File: src/rtl/lsu_sequencer.sv
// Load/store sequencer: turns one RV32I load/store request into byte or word memory beats and returns an extended result.
// Optional build macro LSU_MISALIGNED_SPLIT_EN executes misaligned accesses as byte beats instead of rejecting them.
module lsu_sequencer #(
  parameter int unsigned ADDR_LIMIT = 1024
) (
  input  logic        clk,
  input  logic        rst,
  input  logic        req_valid,
  output logic        req_ready,
  input  logic        req_write,
  input  logic [2:0]  funct3,
  input  logic [31:0] addr,
  input  logic [31:0] wdata,
  output logic        resp_valid,
  output logic [31:0] rdata,
  output logic        err_misaligned,
  output logic        err_range,
  output logic        err_illegal,
  output logic        mem_size,
  output logic        mem_read,
  output logic        mem_write,
  output logic [31:0] mem_addr,
  output logic [31:0] mem_wdata,
  input  logic [31:0] mem_rdata
);

  localparam logic [1:0] S_IDLE = 2'd0;
  localparam logic [1:0] S_BUSY = 2'd1;
  localparam logic [1:0] S_DONE = 2'd2;

  logic [1:0]  state, state_d;
  logic [1:0]  beat_cnt, beat_cnt_d, last_beat, last_beat_d;
  logic        word_mode, word_mode_d, op_write, op_write_d;
  logic [2:0]  op_funct3, op_funct3_d;
  logic [31:0] op_addr, op_addr_d, op_wdata, op_wdata_d, asm_q, asm_d, asm_cap;
  logic [31:0] rdata_d, mem_addr_d, mem_wdata_d;
  logic        resp_valid_d, err_mis_d, err_rng_d, err_ill_d;
  logic        mem_size_d, mem_read_d, mem_write_d;

  // Request decode, evaluated on the live request inputs in IDLE
  logic        is_half, is_word, illegal, misaligned, mis_err, range_err, plan_word;
  logic [2:0]  nbytes;
  logic [1:0]  plan_last;
  logic [32:0] end_addr;

  assign is_half    = (funct3[1:0] == 2'b01);
  assign is_word    = (funct3[1:0] == 2'b10);
  assign illegal    = req_write ? (funct3[2] || funct3[1:0] == 2'b11)
                                : (funct3 == 3'b011 || funct3 == 3'b110 || funct3 == 3'b111);
  assign nbytes     = is_word ? 3'd4 : (is_half ? 3'd2 : 3'd1);
  assign end_addr   = {1'b0, addr} + {30'b0, nbytes} - 33'd1;
  assign range_err  = (end_addr >= 33'(ADDR_LIMIT));
  assign misaligned = (is_half && addr[0]) || (is_word && addr[1:0] != 2'b00);
  assign plan_word  = is_word && !misaligned;
  assign plan_last  = is_word ? (misaligned ? 2'd3 : 2'd0) : (is_half ? 2'd1 : 2'd0);

`ifdef LSU_MISALIGNED_SPLIT_EN
  assign mis_err = 1'b0;
`else
  assign mis_err = misaligned;
`endif

  assign req_ready = (state == S_IDLE);

  // Load assembly with the beat currently on the bus merged in
  assign asm_cap = word_mode ? mem_rdata
                             : (asm_q | (32'(mem_rdata[7:0]) << {beat_cnt, 3'b000}));

  function automatic logic [31:0] load_ext(input logic [2:0] f3, input logic [31:0] a);
    case (f3)
      3'b000:  load_ext = {{24{a[7]}}, a[7:0]};
      3'b001:  load_ext = {{16{a[15]}}, a[15:0]};
      3'b100:  load_ext = {24'b0, a[7:0]};
      3'b101:  load_ext = {16'b0, a[15:0]};
      default: load_ext = a;
    endcase
  endfunction

  logic        issue, iss_word, iss_write;
  logic [1:0]  iss_k;
  logic [31:0] iss_addr, iss_wdata, iss_wsh;

  assign iss_wsh = iss_wdata >> {iss_k, 3'b000};

  always_comb begin
    state_d      = state;
    beat_cnt_d   = beat_cnt;
    last_beat_d  = last_beat;
    word_mode_d  = word_mode;
    op_write_d   = op_write;
    op_funct3_d  = op_funct3;
    op_addr_d    = op_addr;
    op_wdata_d   = op_wdata;
    asm_d        = asm_q;
    rdata_d      = '0;
    resp_valid_d = 1'b0;
    err_mis_d    = 1'b0;
    err_rng_d    = 1'b0;
    err_ill_d    = 1'b0;
    mem_size_d   = 1'b0;
    mem_read_d   = 1'b0;
    mem_write_d  = 1'b0;
    mem_addr_d   = '0;
    mem_wdata_d  = '0;
    issue        = 1'b0;
    iss_k        = beat_cnt + 2'd1;
    iss_addr     = op_addr;
    iss_wdata    = op_wdata;
    iss_word     = word_mode;
    iss_write    = op_write;

    case (state)
      S_IDLE: begin
        if (req_valid) begin
          op_write_d  = req_write;
          op_funct3_d = funct3;
          op_addr_d   = addr;
          op_wdata_d  = wdata;
          beat_cnt_d  = 2'd0;
          asm_d       = '0;
          if (illegal || range_err || mis_err) begin
            state_d      = S_DONE;
            resp_valid_d = 1'b1;
            err_ill_d    = illegal;
            err_rng_d    = !illegal && range_err;
            err_mis_d    = !illegal && !range_err && mis_err;
          end else begin
            state_d     = S_BUSY;
            last_beat_d = plan_last;
            word_mode_d = plan_word;
            issue       = 1'b1;
            iss_k       = 2'd0;
            iss_addr    = addr;
            iss_wdata   = wdata;
            iss_word    = plan_word;
            iss_write   = req_write;
          end
        end
      end
      S_BUSY: begin
        asm_d = asm_cap;
        if (beat_cnt == last_beat) begin
          state_d      = S_DONE;
          resp_valid_d = 1'b1;
          rdata_d      = op_write ? 32'b0 : load_ext(op_funct3, asm_cap);
        end else begin
          beat_cnt_d = beat_cnt + 2'd1;
          issue      = 1'b1;
        end
      end
      S_DONE:  state_d = S_IDLE;
      default: state_d = S_IDLE;
    endcase

    if (issue) begin
      mem_read_d  = !iss_write;
      mem_write_d = iss_write;
      mem_size_d  = iss_word;
      mem_addr_d  = iss_word ? iss_addr : iss_addr + 32'(iss_k);
      mem_wdata_d = iss_word ? iss_wdata : {24'b0, iss_wsh[7:0]};
    end
  end

  always_ff @(posedge clk or posedge rst) begin
    if (rst) begin
      state          <= S_IDLE;
      beat_cnt       <= '0;
      last_beat      <= '0;
      word_mode      <= 1'b0;
      op_write       <= 1'b0;
      op_funct3      <= '0;
      op_addr        <= '0;
      op_wdata       <= '0;
      asm_q          <= '0;
      rdata          <= '0;
      resp_valid     <= 1'b0;
      err_misaligned <= 1'b0;
      err_range      <= 1'b0;
      err_illegal    <= 1'b0;
      mem_size       <= 1'b0;
      mem_read       <= 1'b0;
      mem_write      <= 1'b0;
      mem_addr       <= '0;
      mem_wdata      <= '0;
    end else begin
      state          <= state_d;
      beat_cnt       <= beat_cnt_d;
      last_beat      <= last_beat_d;
      word_mode      <= word_mode_d;
      op_write       <= op_write_d;
      op_funct3      <= op_funct3_d;
      op_addr        <= op_addr_d;
      op_wdata       <= op_wdata_d;
      asm_q          <= asm_d;
      rdata          <= rdata_d;
      resp_valid     <= resp_valid_d;
      err_misaligned <= err_mis_d;
      err_range      <= err_rng_d;
      err_illegal    <= err_ill_d;
      mem_size       <= mem_size_d;
      mem_read       <= mem_read_d;
      mem_write      <= mem_write_d;
      mem_addr       <= mem_addr_d;
      mem_wdata      <= mem_wdata_d;
    end
  end

endmodule

File: config.mk
export PLATFORM = sky130hd
export DESIGN_NAME = lsu_sequencer
export DESIGN_NICKNAME = d
export VERILOG_FILES = /design/src/rtl/lsu_sequencer.sv
export SDC_FILE = /design/constraint.sdc
export NUM_CORES = 1
export LEC_CHECK = 0
export CORE_UTILIZATION = 40
export CTS_CLUSTER_SIZE = 12
export DETAILED_ROUTE_END_ITERATION = 10
export GPL_TIMING_DRIVEN = 0
export HOLD_SLACK_MARGIN = 0.15
export PLACE_DENSITY = 0.68
export SYNTH_ARGS = -nofsm -noshare
export SYNTH_HDL_FRONTEND = slang
export SYNTH_SLANG_ARGS = --single-unit
File: constraint.sdc
create_clock -name clk -period 11.3 [get_ports clk]
set_input_delay 3.39 -clock clk [delete_from_list [all_inputs] [get_ports clk]]
set_output_delay 3.39 -clock clk [all_outputs]
set_load 0.1 [all_outputs]
-- Word level (Yosys, flattened, before mapping)
Index checks and enable logic that the tools add are counted.
- register bits: 210
- bits in latches: 0
- RAM bits: 0
- ROM bits: 0
- memories: 0
- add/sub/neg operators: 4
- $mul: 0
- divide/modulo/power cells: 0
- order comparisons: 1
- equal/unequal tests: 14
- shift-type cells: 2
- muxes and demuxes: 59
- bitwise gates (word level): 2
- reductions and logical operators: 25
- operator list (cell ; count):
    two-way mux 32 bit ; 15
    case mux 32 bit (4 select lines) ; 1
    case mux 32 bit (2 select lines) ; 1
    adder 32 x 3 -> 33 bit ; 1
    >= comparator 33 x 11 -> 1 bit (second input constant) ; 1
    subtractor 33 x 1 -> 33 bit (second input constant) ; 1
    adder 32 x 2 -> 32 bit ; 1
    OR 32 bit ; 1
    left shift 8 x 5 -> 32 bit ; 1
    >> shifter 32 x 5 -> 8 bit ; 1
    two-way mux 1 bit ; 26
    two-way mux 2 bit ; 11
    == test 3 bit (second input constant) ; 4
    case mux 2 bit (2 select lines) ; 2
    logical AND 1 bit ; 6
    logical OR 1 bit ; 6
    != test 2 bit (second input constant) ; 3
    AND reduction 2 bit ; 3
    AND reduction 3 bit ; 2
    == test 2 x 1 -> 1 bit (second input constant) ; 2
    == test 2 bit (second input constant) ; 2
    logical NOT 1 bit ; 4
    case mux 1 bit (2 select lines) ; 2
    nonzero test 2 bit ; 2
    other kinds (8) ; 8

-- Depth between registers and ports, before layout
- word-level depth: 14
- gate-level depth with buffers: 29
- gate-level depth less buffers: 25

-- Worst setup path after synthesis
OpenSTA, ideal clock, no wires.
- kind: input port to flip-flop
- start point: input funct3[0]
- end point: register mem_addr[18]
- setup time: 77 ps
- arrival time: 8980 ps
- data required time: 11223 ps
- path slack: 2242 ps
- stages on the path: 25
- buffers on the path: 5
- cell sequence: inv_1 ha_1 inv_1 ha_1 inv_1 ha_1 a211oi_2 o21ai_1 a2111oi_2 a2111oi_1 o2111ai_2 mux2i_1 or4_4 or4_4 nor2_2 buf_4 buf_2 buf_2 nor2_1 ha_1 fa_1 clkbuf_1 clkbuf_1 mux4_2 a21oi_1
- longest elaborated chain between the ends: 14
- elaborated cells on any way between the ends: 37
- ends and longest elaborated chain (what ; line ; RTL):
    start: declaration ; 11 ; input logic [2:0] funct3,
    == test 2 x 1 -> 1 bit ; 46 ; assign is_half = (funct3[1:0] == 2'b01);
    two-way mux 2 bit ; 50 ; assign nbytes = is_word ? 3'd4 : (is_half ? 3'd2 : 3'd1);
    two-way mux 3 bit ; 50 ;
    adder 32 x 3 -> 33 bit ; 51 ; assign end_addr = {1'b0, addr} + {30'b0, nbytes} - 33'd1;
    subtractor 33 x 1 -> 33 bit ; 51 ;
    >= comparator 33 x 11 -> 1 bit ; 52 ; assign range_err = (end_addr >= 33'(ADDR_LIMIT));
    logical OR 1 bit (2 in series) ; 121 ; if (illegal || range_err || mis_err) begin
    two-way mux 32 bit or two-way mux 2 bit (tied branches) ; 121 ;
    two-way mux 32 bit or two-way mux 2 bit (tied branches) ; 114 ; if (req_valid) begin
    two-way mux 32 bit or two-way mux 2 bit (tied branches) ; 112 ; case (state)
    adder 32 x 2 -> 32 bit ; 159 ; mem_addr_d = iss_word ? iss_addr : iss_addr + 32'(iss_k);
    two-way mux 32 bit ; 159 ;
    two-way mux 32 bit (*) ; 155 ; if (issue) begin
    net mem_addr_d[18] ; 36 ; logic [31:0] rdata_d, mem_addr_d, mem_wdata_d;
    end signal: assignment ; 203 ; mem_addr <= mem_addr_d;
    end: declaration ; 22 ; output logic [31:0] mem_addr,
The timed path passes the listed nets; every way through them passes the cells marked *.
A chain may end at the register's enable or synchronous reset.

-- Worst setup path after layout
- start point: input funct3[1]
- end point: register mem_addr[30]
The elaborated chain is that of the path after synthesis.

==> impl_metrics.yaml <==
layout:
  drive_gt1_share_pct: 8.03
  fin_util_pct: 52.2
  area_growth_pct: 27.6
  diodes: 0
  nets: 1665
  final_cell_area_um2: 15100
sta:
  timing.final.hold_violations: 0
  finClkSkew_ns: 0.0205
  max-slew-margin-rel_pct: 28.8
  finalSetupViolations: 0
  final.setup.tns_ns: 0
  fmaxAchievable_mhz: 92.2
  timing.hold.ws_ns: 0.479
  tightest_slew_ns: 1.07
  layout_min_cycle_time_ns: 10.84
  fin_crit_sh_pct: 95.9
  rsz0062_at_grt: "false"
  drv_slew: 0
placed_design:
  io_buffers: 206
  dpl_cell_area_um2: 14400
  dpl.hpwl_um: 28000
  place_congestion: 0.898
synth:
  synth_cell_type_count: 70
  synth_fp_nets: 1434
  synth.avg_cell_area_um2: 9.16
  yosysSeqAreaShare_pct: 44.5
  syn_area_um2: 11800
  async_flop_share_pct: 100
  syn_inst: 1290
  synth_edf_count: 0
  synth-seq-cells: 210
  yosys_most_used_dff: "dfrtp_1"
  yosysWarnings: 0
clock_tree:
  cts_tree: "built"
  clock_sinks: 210
  htreeDepth: 1
  cts.clk_slew.worst_paths_ns: 0.06
  clk_latency_ns: 0.50
  postCtsSetupBuffers: 0
  clockBufferDepth: 3
  cts_root_buf: "clkbuf_16"
  numCtsBuffers: 22
detailed_routing:
  route.detailed.drc: 0
  drtIter0Drc: 863
  first_pass_iters: 5
  ant_nets: 0
  dr_wl_met2_um: 17300
  wirelength_um: 36900
  post_drt_wl_per_cell_um: 19.3
  met1_length_um: 16200
  vias: 10800
  viasPerCell: 5.63
  dr.max_layer_used: "met4"
  route.met3.wl_um: 2360
global_routing:
  grt_overflow: 0
  grt_max_degree: 121
  first_global_vias: 10700
  grt_pass1_wl_um: 58300
  antenna_found_initial: 0
  grt_usage_pct: 24.2
setup_path:
  path_class: "in2reg"
  end_kind: "flop"
  cp.arrival_ns: 11.21
  required_ns: 11.66
  cp-start-kind: "primary input"
  cp_max_fo: 10
die:
  io_pins: 207
  dieArea_um2: 30200
  die_w_um: 174
  coreArea_um2: 28900
  die_h_um: 174
  initial_core_util_pct: 40.9
  rows: 62
run:
  drv_cap: 0
power:
  p_leak_nw: 6.44
  powerDensity_nw_per_um2: 122
  vdd_drop_max_v: 0.0000898
  p_total_mw: 1.85
worst_hold_path:
  min_path_type: "reg2reg"
outcome:
  status: "finished, final reports clean"
-- state kept, by name, summed over array words and instances, names as in the netlist --
name,cells
asm_q,32
mem_addr,32
mem_wdata,32
op_addr,32
op_wdata,32
rdata,32
op_funct3,3
beat_cnt,2
last_beat,2
state,2
err_illegal,1
err_misaligned,1
err_range,1
mem_read,1
mem_size,1
mem_write,1
op_write,1
resp_valid,1
word_mode,1
-- placed cells by master, fill, tap and decap left out, types with 14 or more instances in the layout --
cell             Yosys  routed
o22ai_1             30      30
o21a_1              14      14
nor3_1              25      25
xnor2_1             30      30
clkdlybuf4s50_1      0     206
o21ai_0             72      72
nor2_1              94      94
nand3_1             24      24
a21oi_1            146     146
nand4_1             20      20
inv_1               60      59
o211ai_1            15      15
nand2_1            162     162
clkbuf_1            54      62
a22o_1              14      14
clkbuf_16            0      23
ha_1                39      39
dfrtp_1            210     210
xor2_1              18      18
mux2_2              69      69
-- cell families (layout without fill, tap and decap cells) --
logic type	count (synthesis)	count (layout)	synth area share, %
XOR/XNOR	48	48	3.56
multiplexers	85	85	8.35
AO/OA/AOI/OAI	370	370	18.9
AND/OR/NAND/NOR	403	403	15.8
adder cells (fa/ha/maj)	41	41	4.47
buffers and inverters	133	375	4.38
flip-flops	210	210	44.5
-- routing by layer --
layer  up-vias  GRT usage (%)
met3        72           2.81
met4         0           8.30
met2       433           39.6
met5         -              0
li1       5054              -
met1      5222           33.3
-- worst paths after layout --
path / startpoint / end / slack, ns / cells after the start
min reg2reg: asm_q[29] / asm_q[29] / 0.48 / 2
max reg2reg: state[0] / mem_addr[15] / 6.55 / 16
min: asm_q[29] / asm_q[29] / 0.48 / 2
min in group asynchronous: rst / mem_wdata[6] / 3.39 / 2
max in group asynchronous: rst / mem_addr[25] / 6.93 / 3
max: funct3[1] / mem_addr[30] / 0.46 / 23
-- stage by stage --
stage	worst slack, ns	instances
finish	0.458	1916
global route	0.0290	1916
CTS	0.375	1916
detailed placement	-0.0865	1881
global placement	-0.468	1880
floorplan	2.17	1290
-- cell usage after synthesis, drive strengths merged (4+ instances only) --
master,n,area (µm²)
o211ai,15,113
nor4,9,62.6
o21a,14,105
or3,9,56.3
nor2,95,359
and2,7,43.8
clkbuf,54,203
buf,18,86.3
a31oi,13,81.3
mux4,4,90.1
o21ai,77,385
and3,12,75.1
a22oi,8,60.1
a211oi,6,50.1
a21oi,147,739
mux2,69,777
mux2i,12,120
nand4,20,125
ha,39,488
a22o,14,123
xor2,18,158
dfrtp,210,5260
nor3,26,135
a311oi,4,35.0
o31ai,4,30.0
o21bai,8,60.1
nand2b,6,37.5
nand2,162,608
or4,9,75.1
a21o,9,67.6
a221oi,4,35.0
inv,60,225
o22ai,30,188
nor2b,11,68.8
nand3,24,120
xnor2,30,263
-- worst max-delay path, stage by stage --
cell             delay, ns
clkdlybuf4s50_1       0.55
ha_1                  0.34
inv_1                 0.13
ha_1                  0.34
inv_1                 0.06
ha_1                  0.30
a211oi_2              0.33
o211ai_1              0.19
a311oi_1              0.34
o21ai_1               0.25
a31oi_1               0.26
xnor2_1               0.09
or4_1                 0.64
nor4_2                0.66
nand2_1               0.34
clkbuf_1              0.43
o21ai_0               0.36
ha_1                  0.27
fa_1                  0.47
clkbuf_1              0.48
clkbuf_1              0.47
a311oi_1              0.16
nor3_1                0.33
-- repair_timing --
| item | CTS | global route |
|---|---|---|
| gates resized for setup | 0 | 1 |
| setup endpoints to repair | 0 | 1 |
| hold buffers | 0 | 0 |
-- cell type report --
cell class	count	area [µm²]
repair buffers	207	2090
inverters	61	236
multi-input cells	947	6050
fillers	2659	13800
well taps	384	480
clock inverters	1	30.0
clock buffers	34	647
flip-flops and latches	210	5260
plain buffers	72	289
-- power by group --
part           total, mW  switching, mW  leakage, nW  internal (mW)
logic              0.325          0.186         3.33          0.139
registers          0.827         0.0381         2.78          0.789
clock network      0.693          0.281        0.329          0.412
Power figures use the tool's default switching activity.
